$ cat config.mk
export PLATFORM = sky130hd
export DESIGN_NAME = pulse_train_gen
export DESIGN_NICKNAME = d
export VERILOG_FILES = /design/src/rtl/pulse_train_gen.sv
export SDC_FILE = /design/constraint.sdc
export NUM_CORES = 1
export LEC_CHECK = 0
export ABC_AREA = 1
export CORE_MARGIN = 2
export CORE_UTILIZATION = 35
export CTS_CLUSTER_SIZE = 30
export DETAILED_ROUTE_END_ITERATION = 16
export PLACE_DENSITY = 0.65
export SETUP_SLACK_MARGIN = 0.02
export SYNTH_ARGS = -nofsm -noshare
export SYNTH_HDL_FRONTEND = slang
export SYNTH_SLANG_ARGS = --single-unit
$ cat constraint.sdc
create_clock -name clk -period 4.8 [get_ports clk]
set_input_delay 0.72 -clock clk [delete_from_list [all_inputs] [get_ports clk]]
set_output_delay 0.72 -clock clk [all_outputs]
set_load 0.01 [all_outputs]
$ cat src/rtl/pulse_train_gen.sv
// Programmable pulse-train source: emits i_count registered pulses of i_high
// cycles separated by i_low-cycle gaps, then a one-cycle done strobe.
module pulse_train_gen #(
  parameter int N_BIT = 12,
  parameter int W_BIT = 8
) (
  input  logic             clk,
  input  logic             rst_n,
  input  logic             i_start,
  input  logic             i_abort,
  input  logic [N_BIT-1:0] i_count,
  input  logic [W_BIT-1:0] i_high,
  input  logic [W_BIT-1:0] i_low,
  output logic             o_pulse,
  output logic             o_busy,
  output logic             o_done,
  output logic [N_BIT-1:0] o_remaining
);

  typedef enum logic [1:0] {
    S_IDLE,
    S_HIGH,
    S_LOW,
    S_DONE
  } state_t;

  state_t           r_state;
  state_t           w_state_nx;
  logic             r_pulse;
  logic             w_pulse_nx;
  logic             r_done;
  logic             w_done_nx;
  logic [N_BIT-1:0] r_remaining;
  logic [N_BIT-1:0] w_remaining_nx;
  logic [W_BIT-1:0] r_width;
  logic [W_BIT-1:0] w_width_nx;
  logic [W_BIT-1:0] r_high;
  logic [W_BIT-1:0] w_high_nx;
  logic [W_BIT-1:0] r_low;
  logic [W_BIT-1:0] w_low_nx;
  logic [W_BIT-1:0] w_high_len;
  logic [W_BIT-1:0] w_low_len;
  logic [W_BIT-1:0] w_start_len;

  // Width counter holds "cycles left minus one", so a zero width behaves as one cycle.
  assign w_high_len  = (r_high == '0) ? '0 : r_high - W_BIT'(1);
  assign w_low_len   = (r_low  == '0) ? '0 : r_low  - W_BIT'(1);
  assign w_start_len = (i_high == '0) ? '0 : i_high - W_BIT'(1);

  always_ff @(posedge clk or negedge rst_n) begin
    if (!rst_n) begin
      r_state     <= S_IDLE;
      r_pulse     <= 1'b0;
      r_done      <= 1'b0;
      r_remaining <= '0;
      r_width     <= '0;
      r_high      <= '0;
      r_low       <= '0;
    end else begin
      r_state     <= w_state_nx;
      r_pulse     <= w_pulse_nx;
      r_done      <= w_done_nx;
      r_remaining <= w_remaining_nx;
      r_width     <= w_width_nx;
      r_high      <= w_high_nx;
      r_low       <= w_low_nx;
    end
  end

  always_comb begin
    w_state_nx     = r_state;
    w_pulse_nx     = r_pulse;
    w_done_nx      = 1'b0;
    w_remaining_nx = r_remaining;
    w_width_nx     = r_width;
    w_high_nx      = r_high;
    w_low_nx       = r_low;

    case (r_state)
      S_IDLE: begin
        w_pulse_nx = 1'b0;
        if (i_start && !i_abort) begin
          w_high_nx = i_high;
          w_low_nx  = i_low;
          if (i_count == '0) begin
            w_state_nx     = S_DONE;
            w_done_nx      = 1'b1;
            w_remaining_nx = '0;
          end else begin
            w_state_nx     = S_HIGH;
            w_pulse_nx     = 1'b1;
            w_remaining_nx = i_count - N_BIT'(1);
            w_width_nx     = w_start_len;
          end
        end
      end
      S_HIGH: begin
        if (r_width == '0) begin
          w_pulse_nx = 1'b0;
          if (r_remaining == '0) begin
            w_state_nx = S_DONE;
            w_done_nx  = 1'b1;
          end else begin
            w_state_nx = S_LOW;
            w_width_nx = w_low_len;
          end
        end else begin
          w_width_nx = r_width - W_BIT'(1);
        end
      end
      S_LOW: begin
        if (r_width == '0) begin
          w_state_nx     = S_HIGH;
          w_pulse_nx     = 1'b1;
          w_remaining_nx = r_remaining - N_BIT'(1);
          w_width_nx     = w_high_len;
        end else begin
          w_width_nx = r_width - W_BIT'(1);
        end
      end
      S_DONE: begin
        w_state_nx = S_IDLE;
        w_pulse_nx = 1'b0;
      end
      default: begin
        w_state_nx = S_IDLE;
        w_pulse_nx = 1'b0;
      end
    endcase

    // Abort wins over everything once a train is in flight; it never produces a done strobe.
    if (i_abort && (r_state != S_IDLE)) begin
      w_state_nx     = S_IDLE;
      w_pulse_nx     = 1'b0;
      w_done_nx      = 1'b0;
      w_remaining_nx = '0;
      w_width_nx     = '0;
    end
  end

  assign o_pulse     = r_pulse;
  assign o_busy      = (r_state != S_IDLE);
  assign o_done      = r_done;
  assign o_remaining = r_remaining;

endmodule
==> summary.md, run 1 <==
| Metric | Value |
|---|---|
| Status | `finished clean` |
| Initial Util | `between 30% and 40%` |
| Final TNS setup | `0 ns` |
| Met2 Wirelength | `roughly 3700 µm` |
| IO Pins | `47` |
| Reg clk slew, reported paths | `roughly 0.08 ns` |
| Synth-to-Final Area Change | `19.3%` |
| N_diodes | `0` |
| Placed cells | `between 600 and 700` |
| Worst setup path class | `flop to output port` |
| Register area share after synthesis | `slightly above 30%` |
| CP Buf/Inv Count | `3` |
| Routability Congestion | `about 0.86` |
| Reg2reg end | `r_low[5]$_DFFE_PN0P_` |
| Clock buffer depth | `2` |
| Filler instances | `between 900 and 1000` |
| FFs w/ async S/R, synth | `100%` |
| Syn avg cell area | `6.58 µm²` |
| Metal-1 WL | `4240 µm` |
| CTS tree | `yes` |
| Min cycle time layout | `around 2.6 ns` |
| Wire per inst | `12.9 µm` |
| Pleak | `between 1.5 and 2 nW` |
| Critical path cell sequence | `inv_1 -> ha_1 -> inv_1 -> clkdlybuf4s50_1` |
| Highest Signal Layer | `met4` |
| Detailed Route WL | `8450 µm` |
| Worst Setup EP | `o_busy` |
| Reg-to-Reg Start | `r_state[0]$_DFFE_PN0P_` |
| Post-synth EDFFs | `0` |
| Final ANT Viol Nets | `0` |
| Die height | `approximately 100 µm` |
| Layout Cells excl Fill | `around 660` |
| First-pass iteration count of the detailed router | `5` |
| Setup repair after global routing missed its margin | `no` |
| #FFs+latches synth | `40` |
| # resized after CTS | `0` |
| Crit-path max cell delay | `~0.49 ns` |
| CP startpoint kind | `flop` |
| Final WS setup | `about 2.2 ns` |
| Netlist cell types | `36` |
| CTS H-Tree Depth | `2` |
| Buffers on Ports | `between 40 and 50` |
| Synth top area cells | `dfrtp_1, nand2_1, inv_1, nand3_1, nor2_1` |
| Final Slew Violations | `0` |
| Synth Warn # | `0` |
| Worst path top cell family by delay | `buffers and inverters` |
| Most frequent CP cell | `inv_1` |
| Placed Area | `between 3000 and 4000 µm²` |
| Most used flip-flop cell after synthesis | `dfrtp_1` |
| Vias in the first global route | `roughly 3000` |
| Clk_lat worst skew | `about 0.29 ns` |
| First-pass GRT wire length | `about 14000 µm` |
| Initial antenna violation count | `0` |
| CP max-delay cell | `clkdlybuf4s50_1` |
| # DRC | `0` |
| Core area | `about 9200 µm²` |
| Slew headroom | `about 29%` |
| R2R cell count | `4` |
| Final setup vio count | `0` |
| Share of the synthesized area in the top cell type | `between 30% and 40%` |
| Metal3 WL | `412 µm` |
| Post-route cell area | `about 4000 µm²` |
| Power Dens Cells | `~600 nW/µm²` |
| Area of the die | `slightly above 10000 µm²` |
| Worst EP arrival | `1.85 ns` |
| Hold-fix buffers at CTS | `0` |
| Total CTS buffers | `5` |
| CTS sink cnt | `40` |
| Skew final | `approximately 0.0055 ns` |
| Post-synth net total | `between 500 and 600` |
| Cell Rows | `35` |
| Grt total ovfl | `0` |
| Mapped Area | `between 3000 and 4000 µm²` |
| Slew @ Worst Pin | `1.07 ns` |
| Place WS | `about 2 ns` |
| Setup crit start | `r_state[0]$_DFFE_PN0P_` |
| Post-CTS Setup Bufs | `0` |
| Hold crit path type | `flop to flop` |
| Crit path depth | `4` |
| Vias per cell | `~5` |
| Layout cells sized above 1 | `6.41%` |
| CTS Root Cell | `clkbuf_8` |
| Dominant cell type by area after synthesis | `dfrtp_1` |
| Die width | `just over 100 µm` |
| Total GRT Usage | `between 10% and 20%` |
| Total power | `around 2.3 mW` |
| Syn Inst Count | `approximately 500` |
| Final Hold Viols | `0` |
| Max-Cap Viols | `0` |
| Crit. End Element | `output port` |
| Reg-to-reg slack, setup | `between 2 and 2.5 ns` |
| Crit Path Max Fanout | `9` |
| CP required | `4.08 ns` |
| Initial DRC Count | `207` |
| Final period utilization | `between 50% and 60%` |
| Largest net degree at the start of global routing | `41` |
| Via count | `roughly 3300` |
| DPL Wire Length | `6640 µm` |
| Fin nets | `593` |
| Peak supply drop | `roughly 0.22 mV` |
| Fmax | `390 MHz` |
[cells by family (layout without fill, tap and decap cells)]
logic type                 Yosys count  count (layout)  synth area share (%)
and+or+nand+nor                    261             261                  35.8
AOI/OAI and AO/OA                   79              79                  12.6
DFF                                 40              40                  30.3
xor gates and xnor gates            19              19                  5.05
muxes                                1               1                 0.341
buffers and inverters               86             131                  10.2
adders and majority gates           15              15                  5.69
[sequential cells by signal, summed over array words and instances, names as in the netlist]
register / cells
o_done: 1
r_width: 8
r_low: 8
o_pulse: 1
r_high: 8
r_state: 2
o_remaining: 12
[cell usage in the layout (no fill, tap or decap), drive strengths merged, types with 2 or more instances in the layout]
cell           count
a21oi             22
a31oi              2
clkbuf             6
clkdlybuf4s50     45
dfrtp             40
ha                15
inv               78
nand2            121
nand3             55
nand4              3
nor2              74
nor3               5
o21ai             46
o22ai              4
o31ai              2
xnor2              4
xor2              15
[layer usage]
layer / GRT usage (%) / vias to the layer above
met5: 0 / -
met4: 5.09 / 0
met3: 2.50 / 11
met2: 25.4 / 84
met1: 24.5 / 1521
li1: - / 1681
[final cells by class]
class | instances | area, µm² | share of cell area, %
Clock buffer | 6 | 72.6 | 1.84
Clock inverter | 1 | 5.00 | 0.127
Inverter | 78 | 300 | 7.63
Multi-Input combinational cell | 375 | 1960 | 49.9
Sequential cell | 40 | 1000 | 25.4
Tap cell | 111 | 139 | 3.53
Timing Repair Buffer | 46 | 455 | 11.6
[how the worst min path moves through the flow]
stage	cells past startpoint	start	slack [ns]	end
after global routing	2	r_width[7]$_DFFE_PN0P_	0.55	r_width[7]$_DFFE_PN0P_
after detailed placement	2	r_high[1]$_DFFE_PN0P_	0.48	r_high[1]$_DFFE_PN0P_
final	2	r_high[1]$_DFFE_PN0P_	0.50	r_high[1]$_DFFE_PN0P_
after global placement	2	r_high[1]$_DFFE_PN0P_	0.47	r_high[1]$_DFFE_PN0P_
after CTS	2	r_high[1]$_DFFE_PN0P_	0.50	r_high[1]$_DFFE_PN0P_
after floorplan	0	rst_n	0.42	o_done$_DFF_PN0_
[stage by stage]
step / utilization (%) / hold WS, ns
after floorplan: - / 0.424
after global placement: 41.9 / 0.473
after detailed placement: 41.9 / 0.478
after CTS: 42.8 / 0.497
after global routing: 42.8 / 0.553
final: 42.8 / 0.500
[power by group]
part,total (mW),switching [mW],internal [mW]
clock,0.210,0.111,0.0988
combinational,1.51,0.939,0.570
sequential,0.629,0.137,0.492
[Yosys cell counts (2+ instances only)]
cell type / instances
nor3_1: 5
clkbuf_1: 6
xnor2_1: 4
o22ai_1: 4
a21oi_1: 22
nor2_4: 2
dfrtp_1: 40
inv_1: 70
nor2_1: 66
nand2_1: 116
nand4_1: 2
nand2_2: 4
xor2_1: 15
inv_2: 6
nor2_8: 2
o21ai_0: 41
o31ai_1: 2
nor2_2: 4
nand3_2: 3
a31oi_1: 2
o21ai_1: 5
ha_1: 15
nand3_1: 52
[worst min-delay path, delay by kind of cell, from the launching register on]
family	cells	cell delay (ns)
AO/OA/AOI/OAI	1	0.06
flip-flops	1	0.35
AND/OR/NAND/NOR	1	0.06
No activity file was read; power rests on OpenSTA's default activity.
==> inputs of run 2 (changes only) <==
--- a/config.mk
+++ b/config.mk
@@ -10,7 +10,7 @@
 export CORE_UTILIZATION = 35
 export CTS_CLUSTER_SIZE = 30
 export DETAILED_ROUTE_END_ITERATION = 16
-export PLACE_DENSITY = 0.65
+export PLACE_DENSITY = 0.67
 export SETUP_SLACK_MARGIN = 0.02
 export SYNTH_ARGS = -nofsm -noshare
 export SYNTH_HDL_FRONTEND = slang
==> constraint.sdc (replaced) <==
create_clock -name clk -period 2.2 [get_ports clk]
set_input_delay 0.33 -clock clk [delete_from_list [all_inputs] [get_ports clk]]
set_output_delay 0.33 -clock clk [all_outputs]
set_load 0.01 [all_outputs]
==> run 2 against run 1 <==
Net effect: via count grew 0.24%; critical path depth stayed put; sequential power is 120% higher.
==> summary.md, run 2 (synthesis gave the netlist of run 1 again) <==
| Metric | Value |
|---|---|
| Crit-path max cell delay | `0.48 ns (about the same)` |
| CP startpoint kind | `flop` |
| Layout cells sized above 1 | `8.11% (+1.7 points)` |
| Die width | `101 µm (unchanged)` |
| Initial Util | `35.9% (unchanged)` |
| Final ANT Viol Nets | `0 (unchanged)` |
| Final Slew Violations | `0 (unchanged)` |
| Worst setup path class | `flop to output port` |
| Initial antenna violation count | `0 (unchanged)` |
| Final WS setup | `0.127 ns (-2.11 ns)` |
| Total CTS buffers | `5 (unchanged)` |
| # DRC | `0 (unchanged)` |
| Area of the die | `10200 µm² (unchanged)` |
| Vias per cell | `4.96 (-1.1%)` |
| Pleak | `2.01 nW (+2.5%)` |
| Crit Path Max Fanout | `9 (unchanged)` |
| Hold crit path type | `primary input to asynchronous set/reset pin` |
| Vias in the first global route | `3078 (+3.4%)` |
| Slew headroom | `60.7% (+32 points)` |
| Routability Congestion | `0.905 (+4.7%)` |
| Peak supply drop | `0.491 mV (+130%)` |
| Reg clk slew, reported paths | `0.08 ns (about the same)` |
| Total GRT Usage | `17.4% (+0.63 points)` |
| CP Buf/Inv Count | `3 (unchanged)` |
| Worst path top cell family by delay | `buffers and inverters` |
| Buffers on Ports | `46 (unchanged)` |
| Die height | `101 µm (unchanged)` |
| DPL Wire Length | `6830 µm (+2.9%)` |
| Worst EP arrival | `1.74 ns (-0.11 ns)` |
| Largest net degree at the start of global routing | `24 (-41%)` |
| Power Dens Cells | `1330 nW/µm² (+120%)` |
| Crit. End Element | `output port` |
| Crit path depth | `4 (unchanged)` |
| CP required | `1.87 ns (-2.21 ns)` |
| Clk_lat worst skew | `0.29 ns (about the same)` |
| Status | `finished clean` |
| Reg-to-reg slack, setup | `0.25 ns (-2.03 ns)` |
| Filler instances | `935 (-1.8%)` |
| Place WS | `0.114 ns (-1.88 ns)` |
| Initial DRC Count | `197 (-4.8%)` |
| Skew final | `0.00458 ns (-0.000940 ns)` |
| Slew @ Worst Pin | `0.590 ns (-0.477 ns)` |
| Setup repair after global routing missed its margin | `no` |
| CTS sink cnt | `40 (unchanged)` |
| R2R cell count | `10 (+6)` |
| CTS H-Tree Depth | `2 (unchanged)` |
| Placed cells | `658 (+1.2%)` |
| Critical path cell sequence | `inv_1 -> ha_2 -> inv_1 -> clkdlybuf4s50_1` |
| N_diodes | `0 (unchanged)` |
| Total power | `5.35 mW (+130%)` |
| Max reg flops | `12 (unchanged)` |
| CTS Root Cell | `clkbuf_8` |
| First-pass GRT wire length | `14300 µm (+4.9%)` |
| CTS tree | `yes` |
| CP max-delay cell | `clkdlybuf4s50_1` |
| Final TNS setup | `0 ns (unchanged)` |
| Clock buffer depth | `2 (unchanged)` |
| Detailed Route WL | `8630 µm (+2.1%)` |
| Final Hold Viols | `0 (unchanged)` |
| Cell Rows | `35 (unchanged)` |
| Fin nets | `601 (+1.3%)` |
| Most frequent CP cell | `inv_1` |
| Wire per inst | `13.0 µm (+0.76%)` |
| First-pass iteration count of the detailed router | `5 (unchanged)` |
| Synth-to-Final Area Change | `22.1%` |
| IO Pins | `47 (unchanged)` |
| Fmax | `482 MHz` |
| Grt total ovfl | `0 (unchanged)` |
| Max-Cap Viols | `0 (unchanged)` |
| Via count | `3305 (+0.24%)` |
| Commonest non-fill, non-tap cell in the layout | `nand2_1` |
| Min cycle time layout | `roughly 2.1 ns` |
| Layout Cells excl Fill | `666 (+1.4%)` |
| Commonest cells after routing, fill and taps aside | `nand2_1, inv_1, nor2_1` |
| Final period utilization | `about 94%` |
| Core area | `9200 µm² (unchanged)` |
| Final setup vio count | `0 (unchanged)` |
==> run 2: cell count changes in the layout (fill, tap and decap cells not counted) <==
cell	before	now
buf_4	0	8
bufinv_16	0	1
ha_2	0	1
ha_1	15	14
==> run 2: area by class of cell <==
cell class | count | area [µm²] | share of cell area, %
multi-input combinational | 375 | 1960 | 48.8
clock inverter | 2 | 35.0 | 0.870
tap | 111 | 139 | 3.45
inverter | 78 | 300 | 7.46
clock buffer | 6 | 72.6 | 1.80
sequential | 40 | 1000 | 24.9
timing repair buffer | 54 | 515 | 12.8
==> run 2: through the flow <==
| stage | area (µm²) | hold WS [ns] | utilization [%] |
|---|---|---|---|
| final | 4030 | 0.0305 | 43.8 |
| after global routing | 4030 | 0.0649 | 43.8 |
| after floorplan | 3300 | 0.0344 | - |
| after CTS | 4030 | 0.0419 | 43.8 |
| after detailed placement | 3920 | 0.362 | 42.6 |
| after global placement | 3920 | 0.362 | 42.6 |
==> run 2: worst reg2reg max path: stages (launching register included) <==
cell and delay [ns]:
dfrtp_1 0.40, inv_1 0.13, ha_1 0.24, inv_1 0.08
nor3_1 0.12, nand3_1 0.09, nor2_1 0.21, nand2_1 0.14
nand3_1 0.29, nand2_1 0.11, nand2_1 0.08
==> run 2: worst paths after layout <==
kind / from / endpoint
max in group asynchronous: rst_n / r_low[2]$_DFFE_PN0P_
min in group clk: r_high[1]$_DFFE_PN0P_ / r_high[1]$_DFFE_PN0P_
setup / recovery: r_state[0]$_DFFE_PN0P_ / o_busy
setup reg to reg: r_state[1]$_DFFE_PN0P_ / r_width[4]$_DFFE_PN0P_
hold / removal: rst_n / o_remaining[1]$_DFFE_PN0P_
hold reg to reg: r_high[1]$_DFFE_PN0P_ / r_high[1]$_DFFE_PN0P_
==> run 2: layer usage <==
layer / track usage [%] / wire [µm]
met1: 24.7 / 4290
met2: 27.1 / 3900
met3: 2.50 / 327
met4: 5.51 / 115
met5: 0 / 0
==> run 2: what timing repair did <==
| item | CTS | global route |
|---|---|---|
| endpoints found under the setup margin | 1 | 0 |
| gates resized for setup | 1 | 0 |
| setup buffers | 0 | 0 |
| hold buffers | 0 | 0 |
==> run 2: report_power, final <==
part,total [mW],leakage (nW),internal [mW],switching (mW)
clock network,0.613,0.0552,0.337,0.275
logic,3.35,1.46,1.30,2.05
registers,1.38,0.491,1.07,0.311
total,5.35,2.01,2.71,2.64
